`config.mk`:
```
export PLATFORM = sky130hd
export DESIGN_NAME = wb_addr_decoder
export DESIGN_NICKNAME = d
export VERILOG_FILES = /design/src/rtl/wb_addr_decoder.sv
export SDC_FILE = /design/constraint.sdc
export NUM_CORES = 1
export LEC_CHECK = 0
export CAP_MARGIN = 20
export CORE_AREA = 2 2 127 129
export DETAILED_ROUTE_END_ITERATION = 10
export DIE_AREA = 0 0 129 131
export REMOVE_ABC_BUFFERS = 1
export SKIP_CTS_REPAIR_TIMING = 1
export SLEW_MARGIN = 20
export SYNTH_ARGS = -nofsm -noshare
export SYNTH_HDL_FRONTEND = slang
export SYNTH_SLANG_ARGS = --single-unit
```
`constraint.sdc`:
```
create_clock -name clk -period 1.5 [get_ports clk]
set_input_delay 0.15 -clock clk [delete_from_list [all_inputs] [get_ports clk]]
set_output_delay 0.15 -clock clk [all_outputs]
set_load 0.03 [all_outputs]
```
`src/rtl/wb_addr_decoder.sv`:
```
// Wishbone (pipelined) 1-to-NSLAVES address decoder and response router with bus-error and watchdog.
// Optional faulting-address capture is enabled by defining WBDEC_ERR_CAPTURE_EN.
module wb_addr_decoder #(
  parameter int NSLAVES = 4,
  parameter int AW = 32,
  parameter int DW = 32,
  parameter logic [NSLAVES*AW-1:0] SLAVE_BASE = '0,
  parameter logic [NSLAVES*AW-1:0] SLAVE_MASK = '0,
  parameter int TIMEOUT = 255
) (
  input  logic                  clk,
  input  logic                  reset,
  input  logic                  i_wb_cyc,
  input  logic                  i_wb_stb,
  input  logic                  i_wb_we,
  input  logic [AW-1:0]         i_wb_addr,
  input  logic [DW-1:0]         i_wb_data,
  input  logic [DW/8-1:0]       i_wb_sel,
  output logic                  o_wb_stall,
  output logic                  o_wb_ack,
  output logic                  o_wb_err,
  output logic [DW-1:0]         o_wb_data,
  output logic [NSLAVES-1:0]    o_s_cyc,
  output logic [NSLAVES-1:0]    o_s_stb,
  output logic                  o_s_we,
  output logic [AW-1:0]         o_s_addr,
  output logic [DW-1:0]         o_s_data,
  output logic [DW/8-1:0]       o_s_sel,
`ifdef WBDEC_ERR_CAPTURE_EN
  output logic [AW-1:0]         o_err_addr,
  output logic                  o_err_valid,
  input  logic                  i_err_clr,
`endif
  input  logic [NSLAVES*DW-1:0] i_s_data,
  input  logic [NSLAVES-1:0]    i_s_ack,
  input  logic [NSLAVES-1:0]    i_s_stall,
  input  logic [NSLAVES-1:0]    i_s_err
);

  localparam int SW = (NSLAVES > 1) ? $clog2(NSLAVES) : 1;

  // state | meaning
  // IDLE  | decoding, forwarding strobe to the winning slave
  // BUSY  | one transaction outstanding at slave sel_q, watchdog running
  // ERR   | unmapped access, o_wb_err pulsing
  typedef enum logic [1:0] {IDLE, BUSY, ERR} state_t;

  state_t        state;
  logic [SW-1:0] sel_q;
  logic [15:0]   cnt;
  logic          hit;
  logic [SW-1:0] win;
  logic          accept;
  logic          timeout_hit;
  logic          err_set;

  assign o_s_we   = i_wb_we;
  assign o_s_addr = i_wb_addr;
  assign o_s_data = i_wb_data;
  assign o_s_sel  = i_wb_sel;

  // Scan downwards so the lowest matching index is the one left standing.
  always_comb begin
    hit = 1'b0;
    win = '0;
    for (int i = NSLAVES - 1; i >= 0; i--) begin
      if ((i_wb_addr & SLAVE_MASK[i*AW +: AW]) == SLAVE_BASE[i*AW +: AW]) begin
        hit = 1'b1;
        win = SW'(i);
      end
    end
  end

  always_comb begin
    o_s_cyc    = '0;
    o_s_stb    = '0;
    o_wb_stall = 1'b0;
    case (state)
      IDLE: begin
        if (hit) begin
          o_s_cyc[win] = i_wb_cyc;
          o_s_stb[win] = i_wb_cyc & i_wb_stb;
          o_wb_stall   = i_s_stall[win];
        end
      end
      BUSY: begin
        o_s_cyc[sel_q] = i_wb_cyc;
        o_wb_stall     = 1'b1;
      end
      default: o_wb_stall = 1'b1;
    endcase
  end

  assign accept      = (state == IDLE) & i_wb_cyc & i_wb_stb & ~o_wb_stall;
  assign timeout_hit = (cnt == 16'(TIMEOUT - 1));
  assign err_set     = (accept & ~hit)
                     | ((state == BUSY) & i_wb_cyc
                        & (i_s_err[sel_q] | (~i_s_ack[sel_q] & timeout_hit)));

  always_ff @(posedge clk) begin
    if (reset) begin
      state     <= IDLE;
      sel_q     <= '0;
      cnt       <= '0;
      o_wb_ack  <= 1'b0;
      o_wb_err  <= 1'b0;
      o_wb_data <= '0;
    end else begin
      o_wb_ack <= 1'b0;
      o_wb_err <= 1'b0;
      case (state)
        IDLE: begin
          if (accept) begin
            if (hit) begin
              sel_q <= win;
              cnt   <= '0;
              state <= BUSY;
            end else begin
              o_wb_err <= 1'b1;
              state    <= ERR;
            end
          end
        end
        BUSY: begin
          // Master abort beats any response; error beats a coincident ack.
          if (!i_wb_cyc) begin
            state <= IDLE;
          end else if (i_s_err[sel_q]) begin
            o_wb_err <= 1'b1;
            state    <= IDLE;
          end else if (i_s_ack[sel_q]) begin
            o_wb_ack  <= 1'b1;
            o_wb_data <= i_s_data[sel_q*DW +: DW];
            state     <= IDLE;
          end else if (timeout_hit) begin
            o_wb_err <= 1'b1;
            state    <= IDLE;
          end else begin
            cnt <= cnt + 16'd1;
          end
        end
        default: state <= IDLE;
      endcase
    end
  end

`ifdef WBDEC_ERR_CAPTURE_EN
  logic [AW-1:0] addr_q;

  always_ff @(posedge clk) begin
    if (reset) begin
      addr_q      <= '0;
      o_err_addr  <= '0;
      o_err_valid <= 1'b0;
    end else begin
      if (accept)
        addr_q <= i_wb_addr;
      if (err_set && (!o_err_valid || i_err_clr)) begin
        o_err_addr  <= (state == IDLE) ? i_wb_addr : addr_q;
        o_err_valid <= 1'b1;
      end else if (i_err_clr) begin
        o_err_valid <= 1'b0;
      end
    end
  end
`else
  logic unused_err_set;
  assign unused_err_set = err_set;
`endif

endmodule

```
==> reports/results.ini, run 1 <==
[global_route]
grt_antenna_before_repair=0
grt_pass1_wl_um=18770
grt.total_usage=0.1667
grt-ovfl-total=0
grt_max_degree=38
grt_pass1_vias=2256

[sta]
period_share=1.093
max_freq_mhz=610.1
rsz0062_at_grt=true
whs_ps=300.0
setup_violations=15
worst_clock_skew_ps=4.012
fin_crit_ps=1639
finalMaxSlewViolations=0
setup_ws_ps=-139.0
hold_viol_final=0

[floorplanning]
row_count=46
die_y_um=131
dieArea_um2=16900
ios=325
dieWidth_um=129
coreArea_um2=15600
start_util=0.1740

[worst_setup_path]
critPathCaptureType=flip-flop
reg2reg_slack_ps=-140
rr_startpoint=cnt[7]
path_max_fanout=6
reg2reg_depth=5
critical_path.cell_chain=and4_2 -> and3_1 -> nand4_1 -> or3_1 -> o21ai_1
critPathKind=reg -> reg
worst_path_max_delay_cell=dfxtp_1
slowest_delay_ps=370
start_kind=flip-flop
cp_data_required_time_ps=1720
r2r_end=cnt[15]
worstPathArrival_ps=1860

[clock_network]
clkLatencyLatePin_ps=290
cts_tree=done
clock_path_buffers=2
clkTransAtPathRegs_ps=70
cts.sinks=51
cts_buffers=5
h-tree-depth=2
ctsRootBufferMaster=clkbuf_16

[logic_synthesis]
yosysSeqAreaShare=0.3762
synth.avg_cell_area_um2=7.959
syn_area_um2=2714
synth_cells=341
yosys.cell_types.count=38
synth_edf_count=0
async_reset_ff_frac=0
ys_warn_count=0
ys_seq_elements=51
synth_flop_cell=dfxtp_1

[drt]
drt-total-wl_um=15410
antenna_left=0
drtIter0Drc=118
routedWlPerCell_um=25.81
drt_pass1_iterations=4
num_vias=2443
drc=0
viasPerCell=4.092

[cells_and_area]
num-nets-final=595
drive_gt1_frac=0.2808
num_antenna_cells=0
design_area_um2=3934
area_growth_pct=44.95
final_core_util=0.2522

[worst_hold_path]
whs_endpoint=o_s_addr[3]
hold_class=in -> out
hold_path_startpoint=i_wb_addr[3]
holdPathStages=0

[pwr]
power_leakage_uw=0.001898
power-per-cell-area_nw_per_um2=727.5
vdd_drop_max_mv=0.4145
total_power_uw=2862

[place]
portBuffers=75
pre_cts_ws_ps=-327.7
postPlaceCellArea_um2=3420
hpwl_um=12690
gp_congestion=0.8568

[run]
maxCapViolCount=0

[run_status]
status=finished, violations left
violations=setup timing

==> per-stage QoR <==
| stage | instances | TNS [ps] |
|---|---|---|
| floorplan | 255 | -15310 |
| global placement | 584 | -7406 |
| detailed placement | 584 | -8536 |
| CTS | 592 | -3156 |
| global route | 597 | -3646 |
| finish | 597 | -1612 |
==> synth_stat cells (2+ instances only) <==
library cell   n  area (um^2)
nand3_1        7        35.03
and3_1         4        25.02
ha_1           2        25.02
or2_2          3        18.77
and4_1         4        35.03
buf_4         78        585.6
a21oi_1       39        195.2
nor3_1         2        10.01
a21o_1         2        15.01
nand4_1        4        25.02
nand3b_1       3        22.52
o21ai_0        5        25.02
or3_1          3        18.77
inv_1          3        11.26
o31a_1         2        17.52
nand2_1       76        285.3
o21ai_1       13        65.06
clkbuf_1      13        48.80
a31oi_1        2        12.51
dfxtp_1       51         1021
nor2_1         8        30.03
==> registers in the layout (all words and copies together) (netlist names) <==
register and cells:
o_wb_data 32, cnt 16, o_wb_ack 1, o_wb_err 1, state 1
==> layer usage <==
metal,global-route usage,share of wire,up-vias
met4,0.1451,0.091,2
met2,0.2726,0.47,152
met1,0.1306,0.27,1122
met5,0.01471,0.0020,-
li1,-,-,1132
met3,0.1221,0.17,35
==> critical path, delay by kind of cell, from the launching register on <==
kind | cells | cell delay [ps]
flip-flops | 1 | 370
AO/OA/AOI/OAI | 1 | 80
AND/OR/NAND/NOR | 4 | 1130
==> cell families after synthesis <==
logic type / Yosys count / share of synthesized area
AO/OA/AOI/OAI: 67 / 0.1383
AND/OR/NAND/NOR: 125 / 0.2337
adder cells (fa/ha/maj): 2 / 0.009219
XOR/XNOR: 1 / 0.003228
flip-flops: 51 / 0.3762
buffers and inverters: 94 / 0.2379
other: 1 / 0.001382
==> how the worst max path moves through the flow <==
stage                     cells after the start       start      endpoint
after CTS                                     7      cnt[1]        cnt[5]
after global routing                          8      cnt[0]        cnt[5]
after global placement                        7  i_s_err[0]        cnt[6]
final                                         5      cnt[7]       cnt[15]
after floorplan                               4    state[0]  o_wb_data[0]
after detailed placement                      7  i_s_err[0]        cnt[6]
==> power by group <==
group | total (uW) | switching, uW | internal [uW]
logic | 274 | 134 | 141
registers | 1360 | 3.48 | 1350
clock network | 1230 | 518 | 711
total | 2860 | 656 | 2210
==> placed cells by master (no fill, tap or decap), types with 4 or more instances in the layout <==
master / synthesis / routed
dlymetal6s2s_1: 0 / 28
nand3_1: 7 / 7
clkbuf_16: 0 / 7
a21oi_1: 39 / 26
nor2_1: 8 / 6
nand2_2: 0 / 4
buf_6: 0 / 6
o21ai_1: 13 / 11
o21ai_2: 0 / 6
conb_1: 1 / 6
nand4_1: 4 / 4
nand2_4: 0 / 6
buf_4: 78 / 37
clkdlybuf4s50_1: 0 / 42
nand2_1: 76 / 66
a21oi_2: 0 / 13
dfxtp_1: 51 / 48
==> layout make-up <==
| type | instances | area [um^2] |
|---|---|---|
| fill | 1692 | 11660 |
| multi-input combinational | 201 | 1236 |
| timing repair buffer | 118 | 1226 |
| sequential | 51 | 1030 |
| tap | 216 | 270.3 |
| clock buffer | 7 | 152.6 |
| inverter | 3 | 11.26 |
| clock inverter | 1 | 7.507 |
(Power assumes the default switching activity.)
==> run 2: changes to the inputs <==
clock period = 1.6 ns   (was 1.5 ns; I/O delays follow)
==> run 2 against run 1 <==
  * The flow still finishes with violations (setup timing)
  * Via count shrank 2.0%
  * Clock power grew 12%
  * Non-clock buffer count shrank 4
  * Setup slack gained 28 ps
  * Cell area shrank 6.0%
  * Global-route usage shrank 0.17 points
  * Sequential share of layout area grew 1.5 points
  * Power grew 1.4%
  * Combinational power shrank 9.9%
  * Flip-flop and latch count is the same
  * Final cell count shrank 0.67%
  * First-iteration DRC count shrank 23%
  * Largest power group is now the clock network
  * Highest routed layer is now met4
==> reports/results.ini, run 2 (same netlist as run 1, synthesis figures left out) <==
[run_status]
status=finished, violations left
violations=setup timing

[worst_setup_path]
r2r_end=cnt[15]
crit_start=cnt[0]
path_max_fanout=4  ; -2
worstPathArrival_ps=1930  ; +70 ps
slowest_delay_ps=340  ; -30 ps
start_kind=flip-flop
critPathKind=reg -> reg
worst_path_max_delay_cell=dfxtp_2
reg2reg_slack_ps=-110  ; +30 ps
rr_startpoint=cnt[0]
critPathCaptureType=flip-flop
cp_data_required_time_ps=1820  ; +100 ps
reg2reg_depth=7  ; +2
crit_end=cnt[15]
cp_common_cell=buf_4
critical_path.cell_chain=buf_4 -> buf_4 -> and4_1 -> and3_1 -> nand4_1 -> or3_1 -> o21ai_1

[global_route]
grt_antenna_before_repair=0  ; unchanged
grt_max_degree=34  ; -11%
grt_pass1_vias=2316  ; +2.7%
use_met1=0.1273  ; -0.003332
grt.total_usage=0.1650  ; -0.001664
gr-usage-met3=0.1156  ; -0.006515
grt_use_met2=0.2767  ; +0.004046
grt-ovfl-total=0  ; unchanged
grt_pass1_wl_um=18770  ; about the same
grt_busiest_layer=met2

[cells_and_area]
top_regs=o_wb_data: 32 flops, cnt: 16 flops
largest_reg_flops=32  ; unchanged
num-nets-final=591  ; -0.67%
area_growth_pct=36.19
design_area_um2=3696  ; -6.0%
final_common_cell=nand2_1
top_register=o_wb_data
num_antenna_cells=0  ; unchanged
nFillCells=1680  ; -0.71%
final_cell_mix=nand2_1 (76), clkdlybuf4s50_1 (69), dfxtp_1 (49), a21oi_1 (38), buf_4 (34)
drive_gt1_frac=0.1830  ; -0.09782

[clock_network]
ctsRootBufferMaster=clkbuf_16
clkLatencyLatePin_ps=290  ; about the same
cts_tree=done
clock_path_buffers=2  ; unchanged
h-tree-depth=2  ; unchanged
clkTransAtPathRegs_ps=70  ; about the same
cts.sinks=51  ; unchanged
cts_buffers=5  ; unchanged

[place]
gp_congestion=0.8740  ; +2.0%
hpwl_um=12710  ; +0.15%
postPlaceCellArea_um2=3415  ; -0.15%
portBuffers=75  ; unchanged

[drt]
drc=0  ; unchanged
drtIter0Drc=91  ; -23%
routedWlPerCell_um=25.16  ; -2.5%
num_vias=2394  ; -2.0%
viasPerCell=4.037  ; -1.3%
drt_pass1_iterations=4  ; unchanged
drt-total-wl_um=14920  ; -3.2%
antenna_left=0  ; unchanged

[floorplanning]
ios=325  ; unchanged
die_y_um=131  ; unchanged
dieWidth_um=129  ; unchanged
row_count=46  ; unchanged
coreArea_um2=15600  ; unchanged
start_util=0.1740  ; unchanged
dieArea_um2=16900  ; unchanged

[sta]
fin_crit_ps=1711  ; +72.22 ps
setup_ws_ps=-111.2  ; +27.78 ps
max_freq_mhz=584.4  ; -4.2%
whs_ps=320.0  ; +20.00 ps
hold_viol_final=0  ; unchanged
rsz0062_at_grt=true
worst_clock_skew_ps=5.591  ; +1.579 ps
finalMaxSlewViolations=0  ; unchanged
period_share=1.070  ; -0.02316
tns_ps=-1038  ; +574.4 ps
setup_violations=15  ; unchanged

[pwr]
vdd_drop_max_mv=0.3806  ; -8.2%
power-per-cell-area_nw_per_um2=785.5  ; +8.0%
power_leakage_uw=0.001371  ; -28%

[run]
maxCapViolCount=0  ; unchanged

[worst_hold_path]
hold_class=in -> out

## run 2: cell count changes in the layout (fill, tap and decap cells not counted), moves of 4 or more
cell / change
clkdlybuf4s50_1: +27
dlymetal6s2s_1: -23
a21oi_1: +12
a21oi_2: -12
nand2_1: +10
nand2_4: -6
nand2_2: -4
## run 2: cell type report
type                    instances  area, um^2  area share
clock buffers                   5       125.1     0.03385
well taps                     216       270.3     0.07312
flip-flops and latches         51        1023      0.2769
inverters                       3       11.26    0.003047
multi-input cells             201        1105      0.2989
repair buffers                114        1094      0.2959
clock inverters                 3       67.56     0.01828
## run 2: per-stage QoR
stage          cells  total power, uW    util  setup WS, ps
5_1_grt          593             3006  0.2370        -211.8
2_1_floorplan    255             1364       -        -263.2
6_report         593             2903  0.2370        -111.2
3_5_place_dp     582             1538  0.2189        -257.3
4_1_cts          590             2929  0.2313        -182.6
3_3_place_gp     582             1539  0.2189        -224.4
## run 2: worst max-delay path, delay by kind of cell, from the launching register on
family / cells / cell delay (ps)
AOI/OAI and AO/OA: 1 / 80
and+or+nand+nor: 4 / 1000
DFF: 1 / 340
buffers and inverters: 2 / 220
## run 2: where the power goes
| part | switching (uW) | leakage (uW) | internal (uW) |
|---|---|---|---|
| logic | 117 | 0.000869 | 130 |
| clock network | 484 | 0.0000900 | 896 |
| registers | 2.89 | 0.000412 | 1270 |
## run 2: routing by layer
| layer | up-vias | share of wire | wire [um] |
|---|---|---|---|
| li1 | 1118 | - | - |
| met1 | 1088 | 0.27 | 4052 |
| met2 | 152 | 0.47 | 6968 |
| met3 | 36 | 0.17 | 2467 |
| met4 | 0 | 0.096 | 1434 |
| met5 | - | 0 | 0 |
## run 2: worst min path at each step
| stage | startpoint | to | slack [ps] | depth (start not counted) |
|---|---|---|---|---|
| final | i_wb_addr[3] | o_s_addr[3] | 320 | 0 |
| after global placement | i_wb_addr[3] | o_s_addr[3] | 320 | 0 |
| after global routing | i_wb_addr[3] | o_s_addr[3] | 320 | 0 |
| after detailed placement | i_wb_addr[3] | o_s_addr[3] | 320 | 0 |
| after CTS | i_wb_addr[3] | o_s_addr[3] | 320 | 0 |
| after floorplan | reset | cnt[1] | 230 | 1 |
